<file path="config.mk">
export PLATFORM = sky130hd
export DESIGN_NAME = regfile_wb_arbiter
export DESIGN_NICKNAME = d
export VERILOG_FILES = /design/src/rtl/rf_arb_pkg.sv /design/src/rtl/rf_wb_grant.sv /design/src/rtl/regfile_wb_arbiter.sv
export SDC_FILE = /design/constraint.sdc
export NUM_CORES = 1
export LEC_CHECK = 0
export BUFFER_PORTS_ARGS = -buffer_cell sky130_fd_sc_hd__buf_2
export CAP_MARGIN = 5
export CORE_ASPECT_RATIO = 0.9
export CORE_MARGIN = 2
export CORE_UTILIZATION = 45
export CTS_CLUSTER_DIAMETER = 60
export CTS_CLUSTER_SIZE = 28
export DETAILED_ROUTE_END_ITERATION = 10
export PLACE_DENSITY_LB_ADDON = 0.3
export SYNTH_ARGS = -nofsm -noshare
export SYNTH_HDL_FRONTEND = slang
export SYNTH_SLANG_ARGS = --single-unit
</file>
<file path="constraint.sdc">
create_clock -name clk -period 2.75 [get_ports clk]
set_clock_uncertainty 0.2 [all_clocks]
set_input_delay 0.1375 -clock clk [delete_from_list [all_inputs] [get_ports clk]]
set_output_delay 0.1375 -clock clk [all_outputs]
set_load 0.02 [all_outputs]
</file>
<file path="src/rtl/rf_arb_pkg.sv">
// rtl/rf_arb_pkg.sv - shared types and constants for the register-file writeback arbiter
//
// Purpose : register address type, FSM state and requester encodings, grant
//           vector bit positions and the zero-sweep index helper.
// Ports   : none (package).

package rf_arb_pkg;

   localparam int REG_ADDR_W = 5;
   localparam int NUM_REGS   = 32;

   // Bit positions inside the one-hot grant vector.
   localparam int GNT_ALU = 0;
   localparam int GNT_LSU = 1;

   typedef logic [REG_ADDR_W-1:0] reg_addr_t;

   typedef enum logic {ST_INIT, ST_RUN}  arb_state_e;
   typedef enum logic {REQ_ALU, REQ_LSU} req_e;

   // Sweep index successor. After the last register the index wraps to x0,
   // which the FSM uses as its "sweep finished" marker since x0 is never swept.
   function automatic reg_addr_t next_sweep_idx(input reg_addr_t idx);
      return (idx == reg_addr_t'(NUM_REGS - 1)) ? '0 : idx + reg_addr_t'(1);
   endfunction

endpackage

</file>
<file path="src/rtl/rf_wb_grant.sv">
// rtl/rf_wb_grant.sv - ALU/LSU writeback grant logic with starvation or round-robin state
//
// Purpose : decides which writeback requester owns the register-file write
//           port this cycle. Grants are combinational from the valids and the
//           arbitration state; only requesters with valid high can be granted.
//           Build option: RF_ARB_ROUND_ROBIN_EN selects round-robin arbitration
//           (rr_ptr); otherwise fixed ALU priority with an LSU starvation
//           counter (wait_cnt) bounded by MAX_WAIT.
// Ports   : clk        in   clock, rising edge
//           rst_n      in   asynchronous active-low reset
//           run        in   arbiter in RUN state; no grant is issued otherwise
//           alu_valid  in   ALU writeback request
//           lsu_valid  in   LSU writeback request
//           grant      out  one-hot grant, bit GNT_ALU / GNT_LSU

import rf_arb_pkg::*;

module rf_wb_grant #(
   parameter int MAX_WAIT = 4
) (
   input  logic       clk,
   input  logic       rst_n,
   input  logic       run,
   input  logic       alu_valid,
   input  logic       lsu_valid,
   output logic [1:0] grant
);

`ifdef RF_ARB_ROUND_ROBIN_EN

   req_e rr_ptr;

   // On conflict the requester that did not win last time is served;
   // a lone requester always wins.
   always_comb begin
      grant = '0;
      if (run) begin
         if (alu_valid && lsu_valid) begin
            if (rr_ptr == REQ_ALU) grant[GNT_LSU] = 1'b1;
            else                   grant[GNT_ALU] = 1'b1;
         end else if (alu_valid) begin
            grant[GNT_ALU] = 1'b1;
         end else if (lsu_valid) begin
            grant[GNT_LSU] = 1'b1;
         end
      end
   end

   always_ff @(posedge clk or negedge rst_n) begin
      if (!rst_n) begin
         rr_ptr <= REQ_ALU;
      end else if (grant[GNT_ALU]) begin
         rr_ptr <= REQ_ALU;
      end else if (grant[GNT_LSU]) begin
         rr_ptr <= REQ_LSU;
      end
   end

`else

   localparam int WAIT_W = (MAX_WAIT < 1) ? 1 : $clog2(MAX_WAIT + 1);

   logic [WAIT_W-1:0] wait_cnt;
   logic              lsu_urgent;

   // Once the LSU has been refused MAX_WAIT cycles in a row it overrides the ALU.
   assign lsu_urgent = (wait_cnt == WAIT_W'(MAX_WAIT));

   always_comb begin
      grant = '0;
      if (run) begin
         if (lsu_valid && (!alu_valid || lsu_urgent)) grant[GNT_LSU] = 1'b1;
         else if (alu_valid)                          grant[GNT_ALU] = 1'b1;
      end
   end

   always_ff @(posedge clk or negedge rst_n) begin
      if (!rst_n) begin
         wait_cnt <= '0;
      end else if (!run || !lsu_valid || grant[GNT_LSU]) begin
         wait_cnt <= '0;
      end else if (!lsu_urgent) begin
         wait_cnt <= wait_cnt + WAIT_W'(1);
      end
   end

`endif

endmodule

</file>
<file path="src/rtl/regfile_wb_arbiter.sv">
// rtl/regfile_wb_arbiter.sv - register-file write-port owner: zero sweep then ALU/LSU writeback arbitration
//
// Purpose : after reset writes zero to x1..x31 (one register per cycle), then
//           shares the single write port between ALU and LSU writeback using
//           valid/ready handshakes. Register-file outputs are registered, so a
//           transfer accepted in cycle N appears on rf_* after the next edge.
//           Writes to x0 are accepted but never reach the register file.
//           Build option: RF_ARB_ROUND_ROBIN_EN (see rf_wb_grant).
// Ports   : clk           in   clock, rising edge
//           rst_n         in   asynchronous active-low reset
//           alu_valid/rd/data  in   ALU writeback request
//           alu_ready     out  ALU request accepted this cycle
//           lsu_valid/rd/data  in   LSU writeback request
//           lsu_ready     out  LSU request accepted this cycle
//           rf_en/rd/data out  register-file write port (registered)
//           init_done     out  zero sweep complete (registered)
//           conflict_cnt  out  saturating count of RUN cycles with both valids high

import rf_arb_pkg::*;

module regfile_wb_arbiter #(
   parameter int DATA_W   = 32,
   parameter int MAX_WAIT = 4,
   parameter int CNT_W    = 16
) (
   input  logic                  clk,
   input  logic                  rst_n,
   input  logic                  alu_valid,
   input  logic [REG_ADDR_W-1:0] alu_rd,
   input  logic [DATA_W-1:0]     alu_data,
   output logic                  alu_ready,
   input  logic                  lsu_valid,
   input  logic [REG_ADDR_W-1:0] lsu_rd,
   input  logic [DATA_W-1:0]     lsu_data,
   output logic                  lsu_ready,
   output logic                  rf_en,
   output logic [REG_ADDR_W-1:0] rf_rd,
   output logic [DATA_W-1:0]     rf_data,
   output logic                  init_done,
   output logic [CNT_W-1:0]      conflict_cnt
);

   arb_state_e state;
   reg_addr_t  sweep_idx;
   logic [1:0] grant;

   rf_wb_grant #(
      .MAX_WAIT (MAX_WAIT)
   ) u_grant (
      .clk       (clk),
      .rst_n     (rst_n),
      .run       (state == ST_RUN),
      .alu_valid (alu_valid),
      .lsu_valid (lsu_valid),
      .grant     (grant)
   );

   assign alu_ready = grant[GNT_ALU];
   assign lsu_ready = grant[GNT_LSU];

   always_ff @(posedge clk or negedge rst_n) begin
      if (!rst_n) begin
         state        <= ST_INIT;
         sweep_idx    <= reg_addr_t'(1);
         rf_en        <= 1'b0;
         rf_rd        <= '0;
         rf_data      <= '0;
         init_done    <= 1'b0;
         conflict_cnt <= '0;
      end else begin
         case (state)
            ST_INIT: begin
               // sweep_idx == 0 only after x31 has been written (index wrapped).
               if (sweep_idx == '0) begin
                  rf_en     <= 1'b0;
                  init_done <= 1'b1;
                  state     <= ST_RUN;
               end else begin
                  rf_en     <= 1'b1;
                  rf_rd     <= sweep_idx;
                  rf_data   <= '0;
                  sweep_idx <= next_sweep_idx(sweep_idx);
               end
            end

            ST_RUN: begin
               if (grant[GNT_ALU]) begin
                  rf_en   <= (alu_rd != '0);
                  rf_rd   <= alu_rd;
                  rf_data <= alu_data;
               end else if (grant[GNT_LSU]) begin
                  rf_en   <= (lsu_rd != '0);
                  rf_rd   <= lsu_rd;
                  rf_data <= lsu_data;
               end else begin
                  rf_en   <= 1'b0;
               end

               if (alu_valid && lsu_valid && (conflict_cnt != '1)) begin
                  conflict_cnt <= conflict_cnt + CNT_W'(1);
               end
            end

            default: begin
               state <= ST_INIT;
            end
         endcase
      end
   end

endmodule
</file>
# After elaboration in Yosys (flattened, before gate mapping)
# Cells that the tools add are included.
[totals]
ff_bits = 64
output_inout_bits = 57
inputBits = 78
word_cells = 56
[op_classes]
addsub = 3
n_eq_ne = 6
n_reduce_logical = 16
bitwise_logic = 2
muxes = 21
[ops]
columns = ["op", "n"]
rows = [
  ["$mux 32", 3],
  ["$pmux 32 s2", 1],
  ["$mux 5", 4],
  ["$add 16x1->16 const B", 1],
  ["$ne 16x16->1 const B", 1],
  ["$pmux 5 s2", 1],
  ["$reduce_bool 5->1", 2],
  ["$mux 1", 8],
  ["$reduce_and 2->1", 4],
  ["$mux 3", 2],
  ["$add 5x1->5 const B", 1],
  ["$eq 5x5->1 const B", 1],
  ["$logic_not 5->1", 1],
  ["$ne 2x2->1 const B", 2],
  ["$add 3x1->3 const B", 1],
  ["$eq 3x3->1 const B", 1],
  ["$logic_and 1x1->1", 3],
  ["$logic_not 1->1", 3],
  ["$logic_or 1x1->1", 3],
  ["$ne 3x1->1 const B", 1],
  ["$mux 2", 1],
  ["$not 1->1", 2],
  ["$pmux 1 s2", 1],
]

# Logic depth before layout (Yosys ltp)
[depth]
ltp_word = 8
depth_mapped = 8
depth_no_buf = 6

# By module
# From an unflattened synthesis, not the netlist that was laid out.
[hier_totals]
hier_cells = 349
hier_area_um2 = 3363.2
[modules_own_cells]
columns = ["mod", "instances", "cells_per_inst", "seq_area_each_um2", "area_each_um2"]
rows = [
  ["regfile_wb_arbiter", 1, 330, 1527.7, 3180.6],
  ["rf_wb_grant", 1, 19, 75.1, 182.7],
]

# Worst setup path after synthesis
# OpenSTA, ideal clock, no wires.
[synth_timing]
kind = "register to register"
start = "reg conflict_cnt[2]"
end = "reg conflict_cnt[1]"
path_slack_ps = 686
t_required_ps = 2425
stages_incl_launch_ff = 6
setup_ps = 125
n_path_buf = 1
period_less_slack_ps = 2064
t_arrival_ps = 1739
path_cell_list = "dfrtp_1 > nand4_2 > or4_4 > buf_6 > nand2_4 > mux2_4"
[synth_between]
elab_chain_cells = 3
[synth_lines]
columns = ["element", "line_no", "source"]
rows = [
  ["start: declaration", "regfile_wb_arbiter.sv:40", "output logic [CNT_W-1:0] conflict_cnt"],
  ["start signal: assignment", "regfile_wb_arbiter.sv:100", "conflict_cnt <= conflict_cnt + CNT_W'(1);"],
  ["$ne 16x16->1", "regfile_wb_arbiter.sv:99", "if (alu_valid && lsu_valid && (conflict_cnt != '1)) begin"],
  ["$logic_and 1x1->1", "regfile_wb_arbiter.sv:99", ""],
  ["$reduce_and 2->1 (no line)", "--", ""],
]
# No other way between the ends.
# A chain may end at the register's enable or synchronous reset.

# Final worst setup path
[layout_timing]
start = "reg u_grant.wait_cnt[0]"
end = "reg rf_data[25]"
[layout_between]
elab_chain_cells = 7
elab_cells_between_ends = 10
cone_classes = "eq/ne (2); mux (5); reduce/logical (3)"
[layout_lines]
columns = ["element", "line_no", "source"]
rows = [
  ["start: declaration", "rf_wb_grant.sv:63", "logic [WAIT_W-1:0] wait_cnt;"],
  ["start signal: assignment", "rf_wb_grant.sv:83", "wait_cnt <= wait_cnt + WAIT_W'(1);"],
  ["$eq 3x3->1 *", "rf_wb_grant.sv:67", "assign lsu_urgent = (wait_cnt == WAIT_W'(MAX_WAIT));"],
  ["$logic_or 1x1->1 *", "rf_wb_grant.sv:72", "if (lsu_valid && (!alu_valid || lsu_urgent)) grant[GNT_LSU] = 1'b1;"],
  ["$logic_and 1x1->1 *", "rf_wb_grant.sv:72", ""],
  ["$mux 1", "rf_wb_grant.sv:72", ""],
  ["$mux 2 *", "rf_wb_grant.sv:71", "if (run) begin"],
  ["$mux 32 or $ne 3x1->1 (tied branches)", "--", ""],
  ["$pmux 32 s2 or $reduce_and 2->1 (tied branches)", "--", ""],
  ["end signal: assignment", "regfile_wb_arbiter.sv:90", "rf_data <= alu_data;"],
  ["end signal: assignment", "regfile_wb_arbiter.sv:94", "rf_data <= lsu_data;"],
  ["end: declaration", "regfile_wb_arbiter.sv:38", "output logic [DATA_W-1:0] rf_data,"],
]
# Every way passes the cells marked *; elsewhere a longest branch is shown, timed or not.

==> impl_metrics.ini <==
[global_routing]
grt_use_total_pct = 23.19
initial_antenna_violation_count = 0
wire_length_of_the_first_global_routing_pass_um = 14250
via_count_of_the_first_global_routing_pass = 3181
pin_count_of_the_biggest_net_entering_global_routing = 39
grt_remaining_overflow = 0

[synthesis]
synth.most_common_cell = dfrtp_1
synth.net_count = 382
ys_warn_count = 0
synth_top_flop_cell = dfrtp_1
average_cell_area_after_synthesis_sq_um = 10.44
synth_area_sq_mm = 0.003110
synth_top_area_cell = dfrtp_1
yosysSeqAreaShare_pct = 51.53
synth_edf_count = 0
netlist_top_cells_count = dfrtp_1, nand2_1, mux2i_1, o21ai_0, xnor2_1
syn_inst = 298
yosysTopAreaCellShare_pct = 50.68
ys_seq_elements = 64
synth_cell_type_count = 38
synth_area_leaders = dfrtp_1, mux2i_1, o21ai_0
async_reset_ff_share_pct = 100.0

[floorplanning]
die_height_um = 82.87
dieWidth_um = 91.64
pin_count = 135
std_cell_rows = 28
core_sq_mm = 0.006621
dieArea_sq_mm = 0.007594
floorplan.initialDensity_pct = 46.98

[setup_path]
critPathLaunchType = register
setup.worst_path.class = reg2reg
worst_setup_path_end_kind = register
required_ps = 2760
critPathMaxFanout = 23
worst-endpoint-arrival_ps = 2590
critical-path-top-delay-family = buffers and inverters
timing.critical_path.slowest_stage_cell = dlygate4sd3_1
path_buf_inv = 3
timing.critical_path.slowest_cell_delay_ps = 580
worstPathCellList = inv_1 -> ha_1 -> nand3_1 -> nand2_4 -> buf_12 -> mux2i_1 -> dlygate4sd3_1 -> o21ai_0
r2r_slack_ps = 170

[final_layout]
total_of_fill_cells_in_the_finished_design = 511
final_util_pct = 73.07
area_delta_synth_final_pct = 55.55
num-nets-final = 594
num_antenna_cells = 0
drive_above_1_share_pct = 31.26

[timing]
setup_total_negative_slack_ps = 0
rsz0062_at_grt = false
final-setup-viol-count = 0
tightest_slew_ps = 788.3
fin_crit_sh_pct = 93.79
slew_violations = 0
fmax_mhz = 387.7
finalHoldViolations = 0
max-slew-margin-rel_pct = 47.45
final.min_clock_period_ps = 2579

[drt]
drtIter0Drc = 73
dr.pass1.iters = 4
viasPerCell = 4.995
final_antenna_net_count = 0
vias = 3022
drc = 0
routed_wirelength_um = 8792
drt-wirelength-per-cell_um = 14.53

[clocking]
tritoncts = done
clock-root-buffer = clkbuf_8
cts_clk_pin_slew_worst_paths_ps = 70
cts_inserted_buffers = 9
cts.htree.levels = 3
clk-insertion-delay-late_ps = 340
ctsLongestPathBuffers = 2
clock_sink_count = 64

[power]
power.share.switching_pct = 30.72
switchingPower_w = 0.0007798
vdd_drop_max_mv = 0.3567
clock_power_share_pct = 30.2
internal-power_w = 0.001759
p_per_area_mw_per_mm2 = 524.7
power.leakage_nw = 2.389
p_comb_share_pct = 25.0
sequentialPowerShare_pct = 44.9

[placement]
place_congestion = 0.8696
place.detailed.hpwl_um = 5436
buffer_ports.inserted = 134

[run_status]
status = finished, final reports clean

[run]
max_cap_violations = 0

[min_path]
hp-class = in2reg
final timing paths:
check | startpoint | endpoint | cells past startpoint
max | u_grant.wait_cnt[0] | rf_data[25] | 8
min | lsu_rd[4] | rf_en | 4
max reg2reg | u_grant.wait_cnt[0] | rf_data[25] | 8
min reg2reg | init_done | init_done | 1
max in group asynchronous | rst_n | sweep_idx[0] | 3
min in group asynchronous | rst_n | rf_data[6] | 2
power by group through the flow:
stage | logic [W] | registers, W | clock network [W]
global placement | 0.000514 | 0.00115 | 0
detailed placement | 0.000526 | 0.00115 | 0
global route | 0.000686 | 0.00115 | 0.000814
finish | 0.000634 | 0.00114 | 0.000766
CTS | 0.000630 | 0.00114 | 0.000776
floorplan | 0.000179 | 0.00126 | 0
placed cells by master (no fill, tap or decap), drive strengths merged, types with 2 or more instances in the layout:
cell type and count:
a21oi 4, and2 2, and3 7, buf 137, clkbuf 12, clkinv 3, dfrtp 63, dlygate4sd3 78
ha 6, inv 10, mux2 3, mux2i 38, nand2 46, nand2b 2, nand3 7, nand4 10
nor2 10, nor3 4, nor4 2, o21ai 39, o221ai 4, or4 3, xnor2 13, xor2 2
metal layers:
layer  track usage (%)  vias up  wire length [um]
met2             41.11      104              4500
met4             8.953        0               204
li1                  -     1480                 -
met5                 0        -                 0
met1             26.27     1419              3615
met3             6.534       19               471
state kept, by name (all words and copies together) (netlist names):
name,count
conflict_cnt,16
init_done,1
rf_data,32
rf_en,1
rf_rd,5
state,1
sweep_idx,5
u_grant.wait_cnt,3
cell families (layout without fill, tap and decap cells):
kind of cell | Yosys count | count (layout) | synth area share, %
and+or+nand+nor | 98 | 98 | 16.09
xor gates and xnor gates | 15 | 15 | 4.224
AOI/OAI and AO/OA | 50 | 50 | 8.809
buffers and inverters | 24 | 241 | 3.500
muxes | 41 | 41 | 13.43
adders and majority gates | 6 | 6 | 2.413
DFF | 64 | 64 | 51.53
timing repair:
| item | CTS | global route |
|---|---|---|
| endpoints found under the setup margin | 0 | 19 |
| setup buffers | 0 | 0 |
| endpoints found under the hold margin | 71 | 0 |
| gates resized for setup | 0 | 1 |
| hold buffers | 78 | 0 |
layout make-up:
| cell class | count | area, sq um | area share, % |
|---|---|---|---|
| Sequential cell | 64 | 1603 | 33.13 |
| Clock inverter | 4 | 45.04 | 0.9310 |
| Tap cell | 90 | 112.6 | 2.327 |
| Inverter | 10 | 37.54 | 0.7758 |
| Clock buffer | 12 | 135.1 | 2.793 |
| Multi-Input combinational cell | 210 | 1406 | 29.07 |
| Timing Repair Buffer | 215 | 1499 | 30.98 |
stage by stage:
step           cell area, sq um  total power (W)  setup slack [ps]  hold WS (ps)  cells
2_1_floorplan              3110         0.001442             685.9        -358.1    298
3_3_place_gp               3872         0.001664             564.1         49.53    511
3_5_place_dp               3872         0.001678             470.6         59.12    511
4_1_cts                    4833         0.002541             78.90         103.9    605
5_1_grt                    4838         0.002655             24.88         128.8    605
6_report                   4838         0.002539             170.8         115.0    605
worst min-delay path, stage by stage:
cell and delay, ps:
buf_2 90, or4_1 130, o21ai_0 80, a31oi_1 180
Power figures use the tool's default switching activity.
